<file path="src/rtl/axi_console_snoop_pkg.sv">
// Shared types and helpers for the AXI console snoop: default console base,
// the queued byte event, channel address matching and byte-lane extraction.
package axi_console_snoop_pkg;

   localparam logic [31:0] CONSOLE_BASE = 32'h1000_0000;
   localparam int          MAX_CH       = 16;
   localparam int          MAX_CH_W     = 4;

   typedef struct packed {
      logic [MAX_CH_W-1:0] chan;
      logic [7:0]          data;
   } console_evt_t;

   typedef struct packed {
      logic                hit;
      logic [MAX_CH_W-1:0] chan;
   } ch_match_t;

   // First channel whose base equals the word-aligned address; hit=0 if none.
   function automatic ch_match_t match_chan(input logic [63:0] waddr,
                                            input logic [63:0] base,
                                            input logic [63:0] stride,
                                            input int          num_ch);
      ch_match_t r;
      r.hit  = 1'b0;
      r.chan = {MAX_CH_W{1'b0}};
      for (int k = 0; k < MAX_CH; k++) begin
         if ((k < num_ch) && !r.hit && (waddr == base + 64'(k) * stride)) begin
            r.hit  = 1'b1;
            r.chan = MAX_CH_W'(k);
         end
      end
      return r;
   endfunction

   function automatic logic [7:0] lane_byte(input logic [255:0] data, input logic [7:0] lane);
      return 8'(data >> {lane, 3'b000});
   endfunction

endpackage

</file>
<file path="src/rtl/axi_console_snoop_fifo.sv">
// Synchronous FIFO with extra-MSB pointers; a push into a full FIFO is
// accepted only when a pop happens on the same edge.
module axi_console_snoop_fifo #(
   parameter int WIDTH = 8,
   parameter int DEPTH = 4
) (
   input  logic             clk,
   input  logic             rst,
   input  logic             push,
   input  logic [WIDTH-1:0] din,
   input  logic             pop,
   output logic [WIDTH-1:0] dout,
   output logic             full,
   output logic             empty
);

   localparam int             PTR_W   = $clog2(DEPTH);
   localparam logic [PTR_W:0] PTR_ONE = {{PTR_W{1'b0}}, 1'b1};

   logic [WIDTH-1:0] mem [DEPTH];
   logic [PTR_W:0]   wr_ptr;
   logic [PTR_W:0]   rd_ptr;
   logic             do_push;
   logic             do_pop;

   assign empty   = (wr_ptr == rd_ptr);
   assign full    = (wr_ptr[PTR_W] != rd_ptr[PTR_W]) &&
                    (wr_ptr[PTR_W-1:0] == rd_ptr[PTR_W-1:0]);
   assign do_pop  = pop && !empty;
   assign do_push = push && (!full || do_pop);
   assign dout    = mem[rd_ptr[PTR_W-1:0]];

   // Storage and pointers; storage is cleared so the head reads zero after reset.
   always_ff @(posedge clk) begin
      if (rst) begin
         wr_ptr <= {(PTR_W+1){1'b0}};
         rd_ptr <= {(PTR_W+1){1'b0}};
         for (int i = 0; i < DEPTH; i++) begin
            mem[i] <= {WIDTH{1'b0}};
         end
      end else begin
         if (do_push) begin
            mem[wr_ptr[PTR_W-1:0]] <= din;
            wr_ptr                 <= wr_ptr + PTR_ONE;
         end
         if (do_pop) begin
            rd_ptr <= rd_ptr + PTR_ONE;
         end
      end
   end

endmodule

</file>
<file path="src/rtl/axi_console_snoop.sv">
// Passive AXI AW/W snoop: pairs accepted beats in order, decodes console
// channel addresses and streams the addressed byte through an output FIFO.
module axi_console_snoop
   import axi_console_snoop_pkg::*;
#(
   parameter int                ADDR_W     = 32,
   parameter int                DATA_W     = 32,
   parameter int                NUM_CH     = 1,
   parameter logic [ADDR_W-1:0] CH_BASE    = CONSOLE_BASE,
   parameter int                CH_STRIDE  = 4,
   parameter int                PAIR_DEPTH = 4,
   parameter int                FIFO_DEPTH = 16,
   parameter int                SIM_PRINT  = 1,
   localparam int               BYTES      = DATA_W / 8,
   localparam int               CHAN_W     = (NUM_CH > 1) ? $clog2(NUM_CH) : 1
) (
   input  logic                clk,
   input  logic                rst,
   input  logic                s_awvalid,
   input  logic                s_awready,
   input  logic [ADDR_W-1:0]   s_awaddr,
   input  logic                s_wvalid,
   input  logic                s_wready,
   input  logic [DATA_W-1:0]   s_wdata,
   input  logic [BYTES-1:0]    s_wstrb,
   output logic                out_valid,
   input  logic                out_ready,
   output logic [7:0]          out_data,
   output logic [CHAN_W-1:0]   out_chan,
   output logic [15:0]         overflow_cnt,
   output logic                proto_err
);

   localparam int LANE_W = (BYTES > 1) ? $clog2(BYTES) : 1;

   logic                      aw_cap, w_cap;
   logic                      aw_full, aw_empty, w_full, w_empty;
   logic [ADDR_W-1:0]         aw_head;
   logic [DATA_W+BYTES-1:0]   w_head;
   logic                      pair;
   logic                      out_push, out_pop, out_full, out_empty;
   logic [LANE_W-1:0]         lane;
   logic [ADDR_W-1:0]         word_addr;
   ch_match_t                 hit;
   console_evt_t              pair_evt;
   console_evt_t              out_head;

   assign aw_cap = s_awvalid && s_awready;
   assign w_cap  = s_wvalid && s_wready;
   assign pair   = !aw_empty && !w_empty;

   axi_console_snoop_fifo #(.WIDTH(ADDR_W), .DEPTH(PAIR_DEPTH)) u_aw_q (
      .clk(clk), .rst(rst), .push(aw_cap && !aw_full), .din(s_awaddr),
      .pop(pair), .dout(aw_head), .full(aw_full), .empty(aw_empty)
   );

   axi_console_snoop_fifo #(.WIDTH(DATA_W + BYTES), .DEPTH(PAIR_DEPTH)) u_w_q (
      .clk(clk), .rst(rst), .push(w_cap && !w_full), .din({s_wstrb, s_wdata}),
      .pop(pair), .dout(w_head), .full(w_full), .empty(w_empty)
   );

   // Decode the paired heads into a candidate console byte.
   always_comb begin
      word_addr     = aw_head & ~ADDR_W'(BYTES - 1);
      lane          = (BYTES > 1) ? aw_head[LANE_W-1:0] : {LANE_W{1'b0}};
      hit           = match_chan(64'(word_addr), 64'(CH_BASE), 64'(CH_STRIDE), NUM_CH);
      pair_evt.chan = hit.chan;
      pair_evt.data = lane_byte(256'(w_head[DATA_W-1:0]), 8'(lane));
      if (pair && hit.hit) begin
         out_push = 1'(w_head[DATA_W+BYTES-1:DATA_W] >> lane);
      end else begin
         out_push = 1'b0;
      end
   end

   axi_console_snoop_fifo #(.WIDTH($bits(console_evt_t)), .DEPTH(FIFO_DEPTH)) u_out_q (
      .clk(clk), .rst(rst), .push(out_push), .din(pair_evt),
      .pop(out_pop), .dout(out_head), .full(out_full), .empty(out_empty)
   );

   assign out_valid = !out_empty;
   assign out_pop   = out_valid && out_ready;
   assign out_data  = out_head.data;
   assign out_chan  = CHAN_W'(out_head.chan);

   // Dropped-byte counter saturates rather than wrapping.
   always_ff @(posedge clk) begin
      if (rst) begin
         overflow_cnt <= 16'h0000;
      end else if (out_push && out_full && !out_pop && (overflow_cnt != 16'hFFFF)) begin
         overflow_cnt <= overflow_cnt + 16'h0001;
      end else begin
         overflow_cnt <= overflow_cnt;
      end
   end

   // Sticky flag for a beat lost to a full AW or W queue.
   always_ff @(posedge clk) begin
      if (rst) begin
         proto_err <= 1'b0;
      end else if ((aw_cap && aw_full) || (w_cap && w_full)) begin
         proto_err <= 1'b1;
      end else begin
         proto_err <= proto_err;
      end
   end

`ifndef SYNTHESIS
   // Simulation console echo of every byte that actually enters the FIFO.
   always_ff @(posedge clk) begin
      if ((SIM_PRINT != 0) && !rst && out_push && (!out_full || out_pop)) begin
         $write("%c", pair_evt.data);
      end
   end
`endif

endmodule

</file>
<file path="config.mk">
export PLATFORM = sky130hd
export DESIGN_NAME = axi_console_snoop
export DESIGN_NICKNAME = d
export VERILOG_FILES = /design/src/rtl/axi_console_snoop_pkg.sv /design/src/rtl/axi_console_snoop_fifo.sv /design/src/rtl/axi_console_snoop.sv
export SDC_FILE = /design/constraint.sdc
export NUM_CORES = 1
export LEC_CHECK = 0
export CAP_MARGIN = 40
export CORE_ASPECT_RATIO = 1.2
export CORE_MARGIN = 5
export CORE_UTILIZATION = 45
export CTS_BUF_LIST = sky130_fd_sc_hd__clkbuf_8
export DETAILED_ROUTE_END_ITERATION = 12
export PLACE_DENSITY = 0.71
export SETUP_SLACK_MARGIN = 0.05
export SYNTH_ARGS = -nofsm -noshare
export SYNTH_HDL_FRONTEND = slang
export SYNTH_HIERARCHICAL = 1
export SYNTH_SLANG_ARGS = --single-unit
</file>
<file path="constraint.sdc">
create_clock -name clk -period 8.7 [get_ports clk]
set_input_delay 2.175 -clock clk [delete_from_list [all_inputs] [get_ports clk]]
set_output_delay 2.175 -clock clk [all_outputs]
set_load 0.02 [all_outputs]
</file>
==> flow_summary.toml, run 1 <==
[clock_tree]
cts_buffers = 75
cts_root_buf = "clkbuf_8"
cts_tree = "built"
holdBufCountCts = 0
clock_sinks = 463
ctsResizeCount = 0
cts_buffer_depth = 3
clk_pin_slew_ps = 60
post_cts_buffers = 0
cts_htree_levels = 3
worstSkewPairLatency_ps = 660

[timing]
tightest_slew_ps = 897.6
rsz0062_at_grt = "false"
hold_violations = 0
holdWs_ps = 509.2
setup_viol = 0
period_share_pct = 62.44
drv_slew = 0
skew_ps = 47.98
min_period_ps = 5432
setup-tns-final_ps = 0
slew-limit-headroom_pct = 40.16
worst_slack_ps = 3268
max_freq_mhz = 184.1

[routing]
via_count = 12808
first_pass_iters = 5
drtIter0Drc = 1084
dr_wl_met2_mm = 25.20
wire_per_inst_um = 21.27
route.met3.wl_mm = 2.972
drc = 0
detail-route-antenna-nets = 0
wl_mm = 48.39
drt-met1-wl_mm = 18.87
viasPerCell = 5.630
top_layer = "met4"

[yosys]
avgSynthCellArea_um2 = 13.86
yosysWarningCount = 6
synth_area_mm2 = 0.02098
synthCells = 1514

[worst_setup_path]
max_stage_delay_ps = 600
critical_path.top_delay_family = "buffers and inverters"
cp.depth = 4
timing.rr.end = "u_out_q/mem[5][5]"
startpoint_type = "register"
crit_chain = "buf_4 -> mux4_2 -> mux4_2 -> clkdlybuf4s50_1"
cp_data_arrival_time_ps = 3260
cp-endpoint = "out_data[7]"
r2r_slack_ps = 4370
required_ps = 6530
critPathCaptureType = "output pin"
cp.buffers_inverters = 2
path_common_cell = "mux4_2"
path_max_fanout = 36
setup.worst_path.class = "reg -> out"
slowest_stage = "mux4_2"
ff2ff_path_depth = 10

[grt]
grt_max_degree = 87
grt-ovfl-total = 0
grt_pass1_vias = 13455
track_usage_pct = 19.06
grt_first_pass_wirelength_mm = 76.10
antenna_found_initial = 1

[pwr]
p_leak_nw = 8.033
power.density_mw_per_mm2 = 199.1
peakVddDrop_v = 0.0001367
clkPwrFrac_pct = 37.2
combPwrFrac_pct = 8.8
internal_power_mw = 3.574
seq_power_share_pct = 54.0
sw_frac_of_total_pct = 24.77
switchingPower_mw = 1.177

[floorplan]
initial_core_util_pct = 45.55
rows = 86
core-area_mm2 = 0.04605
die_y_um = 246.5
die_area_mm2 = 0.05106
num_io_pins = 102
dieWidth_um = 207.1

[final_layout]
fin_cells = 2275
layout-drive-gt1-share_pct = 16.65
final_cell_mix = "edfxtp_1, nor2_1, nor3_1, mux4_2, clkdlybuf4s50_1"
final_common_cell = "edfxtp_1"
area_delta_synth_final_pct = 13.74
nets = 1682
fin_util_pct = 51.81

[hold_path]
min_path_type = "reg -> reg"

[placed_design]
buffer_ports.inserted = 101
post-place-ws_ps = 3468
gp_congestion = 0.8077
place_hpwl_mm = 28.82
dp.cells = 2136

[job]
maxCapViolations = 0

[status]
status = "finished clean"
layout make-up:
type	count	area, um2
Tap cell	616	770.7
Multi-Input combinational cell	849	6691
Antenna cell	1	2.502
Timing Repair Buffer	130	1269
Clock inverter	62	351.6
Sequential cell	463	13440
Clock buffer	76	1046
Inverter	78	292.8
Fill cell	3924	22190
routing by layer:
layer  GRT usage [%]  up-vias
met3           3.311       79
met2           33.64      460
met4           7.430        0
met1           23.54     6432
li1                -     5837
met5               0        -
power by group through the flow:
stage | Clock [mW] | Combinational (mW) | Sequential, mW
2_1_floorplan | 0 | 0.272 | 2.60
3_5_place_dp | 0 | 0.420 | 2.61
4_1_cts | 1.81 | 0.421 | 2.57
3_3_place_gp | 0 | 0.407 | 2.60
5_1_grt | 1.92 | 0.449 | 2.57
6_report | 1.77 | 0.419 | 2.56
worst reg2reg max path, stage by stage, from the launching register on:
cell and delay, ps:
dfxtp_2 300, buf_4 540, mux4_2 600, nor4b_1 600, nand4_1 190, nor3_1 450
nand2b_1 120, a21oi_2 260, nand3b_1 540, buf_4 430, nor2_1 150
worst min path at each step:
stage | startpoint | to | depth (start not counted)
global route | overflow_cnt[0] | overflow_cnt[0] | 2
floorplan | u_aw_q/rd_ptr[1] | register | 2
CTS | overflow_cnt[14] | overflow_cnt[14] | 2
global placement | overflow_cnt[13] | overflow_cnt[13] | 2
detailed placement | overflow_cnt[14] | overflow_cnt[14] | 2
finish | overflow_cnt[14] | overflow_cnt[14] | 2
per-stage QoR:
| step | area, um2 | total power, mW |
|---|---|---|
| floorplan | 20990 | 2.869 |
| global placement | 22390 | 3.010 |
| detailed placement | 22460 | 3.032 |
| CTS | 23860 | 4.799 |
| global route | 23860 | 4.943 |
| finish | 23860 | 4.750 |
sequential cells by signal, summed over array words and instances (netlist names), named ones only:
name	count
u_aw_q/wr_ptr	3
u_aw_q/mem	128
u_out_q/mem	144
u_w_q/rd_ptr	3
u_aw_q/rd_ptr	3
overflow_cnt	16
proto_err	1
u_out_q/wr_ptr	5
u_out_q/rd_ptr	5
u_w_q/mem	144
u_w_q/wr_ptr	3
(Power assumes the default switching activity.)
==> run 2, diff against run 1 <==
PLACE_DENSITY = 0.74   (was 0.71)
clock period = 4.7 ns   (was 8.7 ns; I/O delays follow)
==> run 2 against run 1 <==
Effect of this change:
- sequential power grew 86%
- worst setup slack got worse by 2700 ps
- routed wire length up 0.90%
- global-route usage is 0.084 points lower
==> flow_summary.toml, run 2 (synthesis gave the netlist of run 1 again) <==
[timing]
setup-tns-final_ps = 0
hold_violations = 0
slew-limit-headroom_pct = 43.52
setup_viol = 0
worst_slack_ps = 577.2
max_freq_mhz = 242.6
rsz0062_at_grt = "false"
period_share_pct = 87.72
tightest_slew_ps = 847.2
min_period_ps = 4123
skew_ps = 44.65
drv_slew = 0

[routing]
via_count = 12890
drc = 0
first_pass_iters = 5
wl_mm = 48.82
detail-route-antenna-nets = 0
drtIter0Drc = 1154
wire_per_inst_um = 21.50
viasPerCell = 5.676

[worst_setup_path]
setup.worst_path.class = "reg -> reg"
startpoint_type = "register"
required_ps = 4960
path_max_fanout = 26
critPathCaptureType = "register"
cp_data_arrival_time_ps = 4390

[pwr]
peakVddDrop_v = 0.0001812
combPwrFrac_pct = 8.9
internal_power_mw = 6.553
sw_frac_of_total_pct = 24.14
power_mw = 8.639
clkPwrFrac_pct = 36.0
p_leak_nw = 8.047
seq_power_share_pct = 55.1
power.density_mw_per_mm2 = 363.0
switchingPower_mw = 2.086

[clock_tree]
holdBufCountCts = 0
cts_root_buf = "clkbuf_8"
cts_buffers = 73
worstSkewPairLatency_ps = 620
clock_sinks = 463
post_cts_buffers = 0
cts_tree = "built"
cts_buffer_depth = 3
ctsResizeCount = 0
cts_htree_levels = 3
clk_pin_slew_ps = 60

[final_layout]
fillCellCount = 3983
layout-drive-gt1-share_pct = 16.02
area_delta_synth_final_pct = 13.44
fin_cells = 2271
nets = 1680
reg_top3 = "u_out_q/mem: 144 flops, u_w_q/mem: 144 flops, u_aw_q/mem: 128 flops"
final_common_cell = "edfxtp_1"
final_cell_mix = "edfxtp_1, nor2_1, nor3_1, mux4_2, inv_1"

[floorplan]
num_io_pins = 102
core-area_mm2 = 0.04605
rows = 86
dieWidth_um = 207.1
die_area_mm2 = 0.05106
die_y_um = 246.5
initial_core_util_pct = 45.55

[grt]
grt-ovfl-total = 0
track_usage_pct = 18.97
grt_pass1_vias = 12883
grt_first_pass_wirelength_mm = 75.16
grt_max_degree = 146
antenna_found_initial = 1

[hold_path]
min_path_type = "reg -> reg"

[job]
maxCapViolations = 0

[status]
status = "finished clean"

[placed_design]
buffer_ports.inserted = 101
place_hpwl_mm = 30.62
dp.cells = 2136
gp_congestion = 0.8736
post-place-ws_ps = 552.9
==> run 2: cell count changes in the layout (fill, tap and decap cells not counted), sizes merged <==
cell      previous run  this run
clkinv              34        20
inv                100       113
clkinvlp             4         1
bufinv               2         1
clkbuf              76        77
==> run 2: power groups by stage <==
stage | clock, mW | sequential [mW] | combinational (mW)
2_1_floorplan | 0 | 4.81 | 0.503
3_3_place_gp | 0 | 4.83 | 0.757
3_5_place_dp | 0 | 4.85 | 0.774
4_1_cts | 3.18 | 4.76 | 0.777
5_1_grt | 3.38 | 4.78 | 0.825
6_report | 3.11 | 4.76 | 0.772
==> run 2: worst max-delay path: stages, from the launching register on <==
cell      delay, ps
dfxtp_2         490
buf_12          270
mux4_2          570
nor4_1          420
nand4_1         270
nor3_1          430
nand2b_1        120
a21oi_2         450
and3b_1         330
a21o_1          390
==> run 2: through the flow <==
stage | cell area (um2) | util [%] | hold WS [ps]
after floorplan | 20990 | - | 516.2
after global placement | 22440 | 48.72 | 491.9
after detailed placement | 22470 | 48.79 | 502.0
after CTS | 23800 | 51.67 | 509.7
after global routing | 23800 | 51.68 | 526.5
final | 23800 | 51.68 | 512.2
==> run 2: cell type report <==
type,instances,area [um2],area share (%)
flip-flops and latches,463,13440,56.46
multi-input cells,849,6691,28.12
repair buffers,130,1277,5.368
clock buffers,77,1060,4.453
well taps,616,770.7,3.239
inverters,78,292.8,1.230
clock inverters,57,267.8,1.125
diodes,1,2.502,0.01051
==> run 2: routing by layer <==
metal | share of wire (%) | up-vias | GRT usage (%)
met4 | 2.4 | 0 | 6.069
met5 | 0 | - | 0
met2 | 50 | 601 | 31.94
met1 | 39 | 6386 | 25.16
li1 | - | 5830 | -
met3 | 8.3 | 73 | 3.642
==> run 2: worst paths after layout <==
kind	startpoint	to	slack, ps	depth (start not counted)
max	register	u_out_q/mem[4][0]	580	9
min	overflow_cnt[10]	overflow_cnt[10]	510	2
max reg2reg	register	u_out_q/mem[4][0]	580	9
min reg2reg	overflow_cnt[10]	overflow_cnt[10]	510	2
